$ cat config.mk
export PLATFORM = sky130hd
export DESIGN_NAME = parity_stream_codec
export DESIGN_NICKNAME = d
export VERILOG_FILES = /design/src/rtl/parity_stream_codec_pkg.sv /design/src/rtl/parity_stream_codec_parity_calc.sv /design/src/rtl/parity_stream_codec.sv
export SDC_FILE = /design/constraint.sdc
export NUM_CORES = 1
export LEC_CHECK = 0
export BUFFER_PORTS_ARGS = -buffer_cell sky130_fd_sc_hd__buf_2
export CAP_MARGIN = 20
export CELL_PAD_IN_SITES_DETAIL_PLACEMENT = 0
export CELL_PAD_IN_SITES_GLOBAL_PLACEMENT = 2
export CORE_AREA = 2 2 84 66
export DETAILED_ROUTE_END_ITERATION = 8
export DIE_AREA = 0 0 86 68
export PLACE_DENSITY = 0.72
export SYNTH_ARGS = -nofsm -noshare
export SYNTH_HDL_FRONTEND = slang
export SYNTH_SLANG_ARGS = --single-unit
$ cat constraint.sdc
create_clock -name clk -period 1.8 [get_ports clk]
set_input_delay 0.18 -clock clk [delete_from_list [all_inputs] [get_ports clk]]
set_output_delay 0.18 -clock clk [all_outputs]
set_load 0.02 [all_outputs]
$ cat src/rtl/parity_stream_codec_pkg.sv
// Shared constants for the parity stream codec: parity sense encodings, default widths
// and the codeword-width helper (payload plus one parity bit in the MSB).
package parity_stream_codec_pkg;

    localparam logic PARITY_EVEN = 1'b0;
    localparam logic PARITY_ODD  = 1'b1;

    localparam int DEFAULT_DATA_W    = 8;
    localparam int DEFAULT_ERR_CNT_W = 8;

    function automatic int code_w(input int data_w);
        return data_w + 1;
    endfunction

endpackage

$ cat src/rtl/parity_stream_codec_parity_calc.sv
// Combinational parity over W bits; odd_mode inverts the result so the same block
// serves as both generator and checker.
module parity_calc
    import parity_stream_codec_pkg::*;
#(
    parameter int W = DEFAULT_DATA_W
) (
    input  logic [W-1:0] data,
    input  logic         odd_mode,
    output logic         parity
);

    assign parity = (^data) ^ (odd_mode == PARITY_ODD);

endmodule

$ cat src/rtl/parity_stream_codec.sv
// Two-stage parity encode / channel-noise / check pipeline with valid-ready on both sides,
// plus a saturating error counter and sticky error flag updated on delivered words.
module parity_stream_codec
    import parity_stream_codec_pkg::*;
#(
    parameter int DATA_W    = DEFAULT_DATA_W,
    parameter int ERR_CNT_W = DEFAULT_ERR_CNT_W
) (
    input  logic                 clk,
    input  logic                 rst_n,
    input  logic                 in_valid,
    output logic                 in_ready,
    input  logic [DATA_W-1:0]    in_data,
    input  logic                 odd_mode,
    input  logic [DATA_W:0]      inj_mask,
    output logic                 out_valid,
    input  logic                 out_ready,
    output logic [DATA_W-1:0]    out_data,
    output logic                 out_parity,
    output logic                 out_err,
    input  logic                 clr_err,
    output logic [ERR_CNT_W-1:0] err_count,
    output logic                 err_sticky
);

    localparam int CODE_W = code_w(DATA_W);

    logic              s1_valid;
    logic [CODE_W-1:0] s1_code;
    logic              s1_odd;

    logic gen_parity;
    logic chk_err;
    logic s2_load_ok;
    logic s1_load_ok;
    logic out_fire;

    parity_calc #(.W(DATA_W)) u_gen (
        .data     (in_data),
        .odd_mode (odd_mode),
        .parity   (gen_parity)
    );

    // Re-computing parity over the whole received codeword yields zero when it is intact.
    parity_calc #(.W(CODE_W)) u_chk (
        .data     (s1_code),
        .odd_mode (s1_odd),
        .parity   (chk_err)
    );

    assign s2_load_ok = !out_valid || out_ready;
    assign s1_load_ok = !s1_valid || s2_load_ok;
    assign in_ready   = s1_load_ok;
    assign out_fire   = out_valid && out_ready;

    always_ff @(posedge clk or negedge rst_n) begin
        if (!rst_n) begin
            s1_valid <= 1'b0;
            s1_code  <= '0;
            s1_odd   <= 1'b0;
        end else if (s1_load_ok) begin
            s1_valid <= in_valid;
            if (in_valid) begin
                s1_code <= {gen_parity, in_data} ^ inj_mask;
                s1_odd  <= odd_mode;
            end
        end
    end

    always_ff @(posedge clk or negedge rst_n) begin
        if (!rst_n) begin
            out_valid  <= 1'b0;
            out_data   <= '0;
            out_parity <= 1'b0;
            out_err    <= 1'b0;
        end else if (s2_load_ok) begin
            out_valid <= s1_valid;
            if (s1_valid) begin
                out_data   <= s1_code[DATA_W-1:0];
                out_parity <= s1_code[DATA_W];
                out_err    <= chk_err;
            end
        end
    end

    // A clear coinciding with an errored delivery restarts the count at one.
    always_ff @(posedge clk or negedge rst_n) begin
        if (!rst_n) begin
            err_count  <= '0;
            err_sticky <= 1'b0;
        end else if (out_fire && out_err) begin
            err_sticky <= 1'b1;
            if (clr_err) begin
                err_count <= ERR_CNT_W'(1);
            end else if (!(&err_count)) begin
                err_count <= err_count + ERR_CNT_W'(1);
            end
        end else if (clr_err) begin
            err_count  <= '0;
            err_sticky <= 1'b0;
        end
    end

endmodule
==> summary.txt, run 1 <==
Status
  • Status: finished, final reports clean

Timing
  • Setup ws final: 273.7 ps
  • Period minus WS final: 1526 ps
  • Max Transition Viols Final: 0
  • Tcrit/Tclk final: 0.8479
  • Worst Skew: 4.618 ps
  • FMAX: 655.2 MHz
  • Final hold vios: 0
  • Worst-Margin Slew: 706.3 ps
  • Final setup viols: 0
  • RSZ-0062 raised after global routing: false
  • Final setup TNS: 0 ps
  • Slew margin rel.: 0.5291

Power and ir drop
  • VDD IR max: 0.3202 mV
  • Switch share: 0.3334
  • PwrDens: 1123 mW/mm^2
  • Leak: 0.8903 nW
  • P_sw: 713.9 uW
  • Logic gate share of total power: 0.320
  • Int Pwr: 1.427 mW
  • Clock power share: 0.241
  • Seq pwr share: 0.439

Placed design
  • DP Worst Slack: 244.6 ps
  • # placed instances: 236
  • Placer congestion estimate: 0.7886
  • Port bufs: 43
  • HPWL after DPL: 2344 um
  • Placed cell areas: 0.001813 mm^2

Floorplanning
  • Starting density of the core: 0.3019
  • Core ar.: 0.005094 mm^2
  • IO Count: 44
  • Cell Rows: 23
  • Full die area: 0.005848 mm^2
  • DIE WIDTH: 86 um
  • Die height: 68 um

Drt
  • Starting DRT DRC Count: 14
  • DRT Wirelength: 3100 um
  • Via count: 1137
  • Routed vias/inst: 4.641
  • # DRC: 0
  • Routed Antenna Nets: 0
  • DR pass1 iterations: 4
  • Mean routed wirelength per cell: 12.65 um

Min path
  • Worst hold path class: in -> reg
  • Hold Crit Start: in_valid
  • Worst Hold Depth: 2
  • Hold EP: s1_valid

Final layout
  • Syn-to-layout area delta: 24.00%
  • # diodes: 0
  • Share of cells above drive strength 1: 0.3552
  • Post-Layout Inst Area: 0.001907 mm^2
  • Nets: 206
  • Layout Cells excl Fill: 245
  • Layout Utilization: 0.3744

Setup path
  • R2r setup slk: 270 ps
  • CP Capture Type: flop
  • Cells on worst reg2reg path: 3
  • CP max FO: 11
  • Worst EP required: 1960 ps
  • Setup crit start kind: flop
  • Setup CP Type: reg -> reg
  • CP Data Arrival Time: 1690 ps
  • Critical register-to-register path endpoint: out_data[2]
  • Worst R2R Start: out_valid

Job
  • Maximum capacitance violations: 0

Synth
  • Netlist Area Pre-Place: 0.001538 mm^2
  • Synth Register Bits: 31
  • Count leader, synth: dfrtp_1
  • Dominant cell type by area after synthesis: dfrtp_1
  • Synth Instances: 134
  • Synth cell count leaders: 31 x dfrtp_1, 20 x xnor2_1, 14 x nand2_1
  • Sequential cell area fraction in the yosys report: 0.5045
  • Average footprint of a synthesized cell: 11.48 um^2
  • Post-synth EDFFs: 0
  • Yosys top cell area share: 0.5045
  • Syn Nets: 158
  • Ranking of synthesized cells by area: dfrtp_1 50%, xnor2_1 11%, mux2_2 7.3%, nand2_1 3.4%, o21ai_0 3.3%
  • Post-synth ARST share: 1.000
  • Syn. warnings: 0
  • Cell variety after synth: 33
  • Dominant synthesized flop cell: dfrtp_1

CTS
  • Setup bufs post-CTS: 0
  • Clk Latency, worst-skew pair: 280 ps
  • Clk sinks: 31
  • H-tree depth: 2
  • CTS Buffer Depth: 2
  • Clock root cell: clkbuf_8
  • Worst-path clk slew: 60 ps
  • Num CTS Buffers: 5
  • CTS tree: built

Global route
  • Antenna violations before repair: 0
  • First-pass GRT wire length: 5161 um
  • Gr usage total: 0.1149
  • Largest net degree at the start of global routing: 32
  • Vias in the first global route: 1103
  • GRT Residual Overflow: 0
-- sequential cells by signal (all words and copies together), names as in the netlist --
name / cells
err_count: 8
err_sticky: 1
out_data: 8
out_err: 1
out_parity: 1
out_valid: 1
s1_code: 9
s1_odd: 1
s1_valid: 1
-- power by group through the flow --
stage,Sequential (mW),Clock (mW),Combinational (mW)
4_1_cts,0.942,0.545,0.699
3_5_place_dp,0.953,0,0.695
2_1_floorplan,1.06,0,0.374
3_3_place_gp,0.951,0,0.686
6_report,0.939,0.516,0.685
5_1_grt,0.967,0.586,0.755
-- cell type report --
| cell class | count | area, um^2 |
|---|---|---|
| fillers | 524 | 3187 |
| flip-flops and latches | 31 | 775.7 |
| multi-input cells | 97 | 729.5 |
| repair buffers | 45 | 232.7 |
| well taps | 62 | 77.57 |
| clock buffers | 5 | 68.82 |
| clock inverters | 3 | 15.01 |
| inverters | 2 | 7.507 |
-- cells in the final DEF, fill, tap and decap left out, drive strengths merged, types with 3 or more instances in the layout --
| master | instances |
|---|---|
| clkbuf | 5 |
| nor3 | 3 |
| xnor2 | 20 |
| buf | 44 |
| nand2 | 14 |
| a31oi | 3 |
| o21ai | 13 |
| mux2 | 10 |
| nand3 | 5 |
| dfrtp | 31 |
| nor2 | 5 |
| clkinv | 3 |
| xor2 | 3 |
-- logic make-up (layout without fill, tap and decap cells) --
group | after synthesis | after routing | share of synthesized area
DFF | 31 | 31 | 0.5045
and+or+nand+nor | 37 | 37 | 0.1294
buffers and inverters | 6 | 55 | 0.02115
muxes | 11 | 11 | 0.07974
xor gates and xnor gates | 25 | 25 | 0.1603
AOI/OAI and AO/OA | 23 | 23 | 0.09684
adders and majority gates | 1 | 1 | 0.008135
-- critical path: stages (launching register included) --
cell	delay, ps
dfrtp_1	400
or2b_1	250
nand2_1	360
mux2_2	390
-- routing by layer --
layer / wire length [um] / part of all wire / vias up / track usage
li1: - / - / 565 / -
met5: 0 / 0 / - / 0
met4: 12 / 0.0039 / 0 / 0.03571
met2: 1497 / 0.48 / 23 / 0.1851
met3: 140 / 0.045 / 2 / 0.03619
met1: 1449 / 0.47 / 547 / 0.1490
-- metrics by stage --
step                total power, mW  hold slack, ps
floorplan                     1.431          -115.6
global placement              1.636           267.8
detailed placement            1.648           274.5
CTS                           2.187           108.1
global route                  2.308           118.7
finish                        2.141           111.9
-- timing repair --
| item | 4_1_cts | 5_1_grt |
|---|---|---|
| resized for setup | 0 | 0 |
| hold buffers | 1 | 0 |
| endpoints found under the hold margin | 31 | 0 |
-- worst max path at each step --
stage | startpoint | to | slack, ps | depth (start not counted)
2_1_floorplan | err_count[0] | err_count[3] | 310 | 5
3_3_place_gp | err_count[0] | err_count[3] | 310 | 5
3_5_place_dp | out_valid | out_data[6] | 240 | 3
4_1_cts | out_valid | out_data[6] | 240 | 3
5_1_grt | err_count[0] | err_count[3] | 160 | 5
6_report | out_valid | out_data[2] | 270 | 3
(Power assumes the default switching activity.)
==> run 2: changes to the inputs <==
==> constraint.sdc (replaced) <==
create_clock -name clk -period 1.55 [get_ports clk]
set_input_delay 0.155 -clock clk [delete_from_list [all_inputs] [get_ports clk]]
set_output_delay 0.155 -clock clk [all_outputs]
set_load 0.02 [all_outputs]
==> run 2 against run 1 <==
Compared with the run above: sequential cell count unchanged; clock skew shrank 1.2 ps; clock power rose by 20%; non-clock buffer count rose by 2; total power increased by 18%; critical path depth is 2 higher; first-iteration DRC count increased by 120%; design area increased by 1.8%; hold slack worse by 6.9 ps; core utilization grew 0.66 points; via count decreased by 1.1%; die area did not move; largest cell class unchanged; largest power group unchanged.
==> summary.txt, run 2 (synthesis gave the netlist of run 1 again) <==
Status
  • Status: finished, final reports clean (unchanged)

Global route
  • Vias in the first global route: 1102 (was 1103)
  • GRT Residual Overflow: 0 (unchanged)
  • First-pass GRT wire length: 5133 um (was 5161 um)
  • Antenna violations before repair: 0 (unchanged)
  • Gr usage total: 0.1127 (was 0.1149)
  • Largest net degree at the start of global routing: 32 (unchanged)

Power and ir drop
  • PwrDens: 1299 mW/mm^2 (was 1123 mW/mm^2)
  • Final Power: 2.521 mW (was 2.141 mW)
  • VDD IR max: 0.3389 mV (was 0.3202 mV)
  • Leak: 0.9021 nW (was 0.8903 nW)

Timing
  • FMAX: 688.6 MHz (was 655.2 MHz)
  • Worst Skew: 3.411 ps (was 4.618 ps)
  • Final setup viols: 0 (unchanged)
  • Worst-Margin Slew: 697.4 ps (was 706.3 ps)
  • Final hold vios: 0 (unchanged)
  • RSZ-0062 raised after global routing: false (unchanged)
  • Tcrit/Tclk final: 0.9370 (was 0.8479)
  • Period minus WS final: 1452 ps (was 1526 ps)
  • Max Transition Viols Final: 0 (unchanged)
  • Final setup TNS: 0 ps (unchanged)
  • Slew margin rel.: 0.5351 (was 0.5291)

Drt
  • Starting DRT DRC Count: 31 (was 14)
  • DRT Wirelength: 3043 um (was 3100 um)
  • Routed vias/inst: 4.569 (was 4.641)
  • Via count: 1124 (was 1137)
  • DR pass1 iterations: 4 (unchanged)
  • # DRC: 0 (unchanged)
  • Routed Antenna Nets: 0 (unchanged)
  • Mean routed wirelength per cell: 12.37 um (was 12.65 um)

Placed design
  • Port bufs: 43 (unchanged)
  • HPWL after DPL: 2335 um (was 2344 um)
  • Placer congestion estimate: 0.7840 (was 0.7886)
  • Placed cell areas: 0.001841 mm^2 (was 0.001813 mm^2)

Floorplanning
  • Starting density of the core: 0.3019 (unchanged)
  • DIE WIDTH: 86 um (unchanged)
  • IO Count: 44 (unchanged)
  • Die height: 68 um (unchanged)
  • Core ar.: 0.005094 mm^2 (unchanged)
  • Cell Rows: 23 (unchanged)
  • Full die area: 0.005848 mm^2 (unchanged)

Final layout
  • Largest register FFs: 9 (unchanged)
  • Post-Layout Inst Area: 0.001941 mm^2 (was 0.001907 mm^2)
  • Filler cells: 506 (was 524)
  • Biggest regs: s1_code (9), err_count (8), out_data (8) (unchanged)
  • Syn-to-layout area delta: 26.20% (was 24.00%)
  • Share of cells above drive strength 1: 0.3641 (was 0.3552)
  • Commonest non-fill, non-tap cell in the layout: buf_2 (unchanged)
  • Reg area: 775.7 um^2 (unchanged)
  • Nets: 208 (was 206)
  • Multi-input logic area: 732.0 um^2 (was 729.5 um^2)
  • # diodes: 0 (unchanged)
  • Leading cell types in the layout, fill and taps excluded: 43 x buf_2, 31 x dfrtp_1, 20 x xnor2_1, 14 x nand2_1 (unchanged)
  • Most flops, register: s1_code (unchanged)

CTS
  • CTS Buffer Depth: 2 (unchanged)
  • Clk Latency, worst-skew pair: 270 ps (was 280 ps)
  • Clk sinks: 31 (unchanged)
  • H-tree depth: 2 (unchanged)
  • Worst-path clk slew: 60 ps (about the same)
  • CTS tree: built (unchanged)
  • Clock root cell: clkbuf_8 (unchanged)
  • Setup bufs post-CTS: 0 (unchanged)
  • Num CTS Buffers: 5 (unchanged)

Setup path
  • Max incr delay on CP: 440 ps (was 400 ps)
  • CP Data Arrival Time: 1660 ps (was 1690 ps)
  • CP Cell Sequence: ha_2 > nand3_4 > o21ai_4 > or3_1 > a21oi_1 (was or2b_1 > nand2_1 > mux2_2)
  • Critical path's slowest cell: dfrtp_1 (unchanged)
  • Worst EP required: 1750 ps (was 1960 ps)
  • CP Capture Type: flop (unchanged)
  • CP max FO: 6 (was 11)
  • Setup CP Type: reg -> reg (unchanged)
  • Setup crit start kind: flop (unchanged)

Min path
  • Worst hold path class: in -> reg (unchanged)

Job
  • Maximum capacitance violations: 0 (unchanged)
[run 2: per-stage QoR]
stage               setup WS, ps  hold slack [ps]  utilization  instances
detailed placement         63.43            247.2       0.3613        238
floorplan                  56.08           -140.6            -        134
global placement           114.6            235.3       0.3613        238
finish                     97.69            105.0       0.3810        246
global route               12.32            118.0       0.3810        246
CTS                        48.02            103.0       0.3805        246
[run 2: cell type report]
cell class | instances | area share
Clock buffer | 6 | 0.04255
Clock inverter | 1 | 0.002579
Inverter | 2 | 0.003868
Multi-Input combinational cell | 97 | 0.3772
Sequential cell | 31 | 0.3997
Tap cell | 62 | 0.03997
Timing Repair Buffer | 47 | 0.1341
[run 2: final timing paths]
kind | from | end | slack (ps) | cells past startpoint
worst min-delay path | in_valid | s1_valid | 110 | 2
min in group asynchronous | rst_n | out_data[2] | 460 | 2
worst max-delay path | err_count[0] | err_count[3] | 100 | 5
worst min register to register | out_data[6] | out_data[6] | 500 | 1
max in group asynchronous | rst_n | s1_code[8] | 630 | 2
worst max register to register | err_count[0] | err_count[3] | 100 | 5
[run 2: where the power goes]
group          leakage [nW]  switching [mW]  internal (mW)  total [mW]
clock network        0.0470           0.272          0.347       0.619
logic                 0.466           0.414          0.395       0.810
registers             0.389           0.120          0.971        1.09
total                 0.902           0.807           1.71        2.52
[run 2: timing repair]
item	in CTS	in global routing
endpoints found under the setup margin	0	1
endpoints found under the hold margin	31	0
gates resized for setup	0	1
hold buffers	1	0
[run 2: critical path: cells and delay by family (launching register included)]
family / cells / cell delay (ps)
and+or+nand+nor: 2 / 470
DFF: 1 / 440
adders and majority gates: 1 / 240
AOI/OAI and AO/OA: 2 / 220
[run 2: layer usage]
layer	track usage	vias up	wire length, um
li1	-	564	-
met3	0.02895	5	127
met5	0	-	0
met1	0.1383	535	1398
met2	0.1870	20	1472
met4	0.05556	0	45
==> run 3: changes to the inputs <==
--- a/config.mk
+++ b/config.mk
@@ -9,10 +9,12 @@
 export CAP_MARGIN = 20
 export CELL_PAD_IN_SITES_DETAIL_PLACEMENT = 0
 export CELL_PAD_IN_SITES_GLOBAL_PLACEMENT = 2
-export CORE_AREA = 2 2 84 66
+export CORE_AREA = 2 2 82 65
+export CTS_BUF_LIST = sky130_fd_sc_hd__clkbuf_8
 export DETAILED_ROUTE_END_ITERATION = 8
-export DIE_AREA = 0 0 86 68
-export PLACE_DENSITY = 0.72
+export DIE_AREA = 0 0 84 67
+export GPL_TIMING_DRIVEN = 0
+export PLACE_DENSITY = 0.75
 export SYNTH_ARGS = -nofsm -noshare
 export SYNTH_HDL_FRONTEND = slang
 export SYNTH_SLANG_ARGS = --single-unit
==> run 3 against run 2 <==
Compared with the run above: clock skew increased by 3.5 ps; clock power is 11% higher; sequential cell count stayed put; highest routed layer unchanged.
==> summary.txt, run 3 (synthesis gave the netlist of run 1 again) <==
Final layout
  • Largest register FFs: 9 (unchanged)
  • Syn-to-layout area delta: 26.36% (was 26.20%)
  • Post-Layout Inst Area: 0.001943 mm^2 (was 0.001941 mm^2)
  • Biggest regs: s1_code (9), err_count (8), out_data (8) (unchanged)
  • Leading cell types in the layout, fill and taps excluded: 43 x buf_2, 31 x dfrtp_1, 20 x xnor2_1, 13 x nand2_1 (was 43 x buf_2, 31 x dfrtp_1, 20 x xnor2_1, 14 x nand2_1)
  • Filler cells: 473 (was 506)
  • # diodes: 0 (unchanged)
  • Most flops, register: s1_code (unchanged)
  • Share of cells above drive strength 1: 0.3676 (was 0.3641)
  • Commonest non-fill, non-tap cell in the layout: buf_2 (unchanged)
  • Nets: 208 (unchanged)

Timing
  • Setup ws final: 85.03 ps (was 97.69 ps)
  • RSZ-0062 raised after global routing: false (unchanged)
  • Final setup TNS: 0 ps (unchanged)
  • FMAX: 682.6 MHz (was 688.6 MHz)
  • Slew margin rel.: 0.5421 (was 0.5351)
  • Final setup viols: 0 (unchanged)
  • Max Transition Viols Final: 0 (unchanged)
  • Period minus WS final: 1465 ps (was 1452 ps)
  • Tcrit/Tclk final: 0.9451 (was 0.9370)
  • Worst-Margin Slew: 686.9 ps (was 697.4 ps)
  • Final hold vios: 0 (unchanged)
  • Minimum hold slack: 112.3 ps (was 105.0 ps)
  • Worst Skew: 6.884 ps (was 3.411 ps)

Global route
  • GRT Residual Overflow: 0 (unchanged)
  • First-pass GRT wire length: 5195 um (was 5133 um)
  • Antenna violations before repair: 0 (unchanged)
  • Vias in the first global route: 1124 (was 1102)
  • Largest net degree at the start of global routing: 32 (unchanged)
  • Gr usage total: 0.1204 (was 0.1127)

CTS
  • Clk sinks: 31 (unchanged)
  • H-tree depth: 2 (unchanged)
  • CTS Buffer Depth: 2 (unchanged)
  • CTS tree: built (unchanged)
  • Clk Latency, worst-skew pair: 280 ps (was 270 ps)
  • Clock root cell: clkbuf_8 (unchanged)
  • Num CTS Buffers: 5 (unchanged)
  • Worst-path clk slew: 70 ps (was 60 ps)
  • Setup bufs post-CTS: 0 (unchanged)

Placed design
  • HPWL after DPL: 2368 um (was 2335 um)
  • DP Worst Slack: 39.06 ps (was 63.43 ps)
  • Placed cell areas: 0.001823 mm^2 (was 0.001841 mm^2)
  • Placer congestion estimate: 0.7548 (was 0.7840)
  • Port bufs: 42 (was 43)

Drt
  • Starting DRT DRC Count: 37 (was 31)
  • # DRC: 0 (unchanged)
  • DRT Wirelength: 3162 um (was 3043 um)
  • Routed vias/inst: 4.710 (was 4.569)
  • DR pass1 iterations: 4 (unchanged)
  • Via count: 1154 (was 1124)
  • Routed Antenna Nets: 0 (unchanged)
  • Mean routed wirelength per cell: 12.91 um (was 12.37 um)

Power and ir drop
  • Leak: 0.9025 nW (was 0.9021 nW)
  • VDD IR max: 0.4474 mV (was 0.3389 mV)
  • PwrDens: 1331 mW/mm^2 (was 1299 mW/mm^2)

Setup path
  • R2r setup slk: 90 ps (was 100 ps)
  • CP Capture Type: flop (unchanged)
  • Setup CP Type: reg -> reg (unchanged)
  • Setup crit start kind: flop (unchanged)
  • CP Data Arrival Time: 1670 ps (was 1660 ps)
  • Worst EP required: 1750 ps (about the same)
  • CP max FO: 6 (unchanged)

Job
  • Maximum capacitance violations: 0 (unchanged)

Floorplanning
  • Starting density of the core: 0.3229 (was 0.3019)
  • IO Count: 44 (unchanged)
  • Full die area: 0.005628 mm^2 (was 0.005848 mm^2)
  • Cell Rows: 22 (was 23)
  • Core ar.: 0.004762 mm^2 (was 0.005094 mm^2)
  • Die height: 67 um (was 68 um)
  • DIE WIDTH: 84 um (was 86 um)

Min path
  • Worst hold path class: in -> reg (unchanged)

Status
  • Status: finished, final reports clean (unchanged)
## run 3: cell types whose count changed in the layout (fill, tap and decap cells not counted), sizes merged
cell    before  now
clkbuf       6    9
buf         46   44
clkinv       1    0
inv          2    3
## run 3: cell type report
class                           count  area (um^2)  area share
Sequential cell                    31        775.7      0.3992
Multi-Input combinational cell     97        737.0      0.3793
Timing Repair Buffer               43        220.2      0.1133
Clock buffer                        7        96.34     0.04958
Tap cell                           60        75.07     0.03863
Buffer                              4        27.53     0.01417
Inverter                            2        7.507    0.003863
Clock inverter                      1        3.754    0.001932
## run 3: final timing paths
kind,startpoint,end,depth (start not counted)
setup reg to reg,err_count[0],err_count[3],5
hold reg to reg,s1_valid,out_valid,1
min in group asynchronous,rst_n,err_count[2],2
max in group asynchronous,rst_n,out_data[3],2
setup / recovery,err_count[0],err_count[3],5
hold / removal,in_valid,s1_valid,2
## run 3: metal layers
metal	vias to the layer above	global-route usage	routed length (um)
met4	0	0.06048	53
met5	-	0	0
met1	555	0.1507	1449
met3	6	0.03346	148
li1	566	-	-
met2	27	0.1930	1510
## run 3: stage by stage
stage               utilization  std cells  total power [mW]
floorplan                     -        134             1.661
global route             0.4080        245             2.751
CTS                      0.4059        245             2.618
detailed placement       0.3828        236             1.924
global placement         0.3828        236             1.910
finish                   0.4080        245             2.587
## run 3: timing repair
action,in CTS,in global routing
hold buffers,1,0
hold endpoints to repair,31,0
resized for setup,0,4
setup endpoints to repair,0,13
## run 3: power breakdown
part	internal [mW]	switching [mW]	leakage, nW	total, mW
sequential	0.971	0.120	0.389	1.09
clock	0.398	0.287	0.0557	0.685
combinational	0.393	0.418	0.458	0.811
## run 3: critical path: stages (launching register included)
cell and delay [ps]:
dfrtp_1 430, ha_2 240, nand3_4 140, o21ai_4 90
or3_1 350, a21oi_1 140
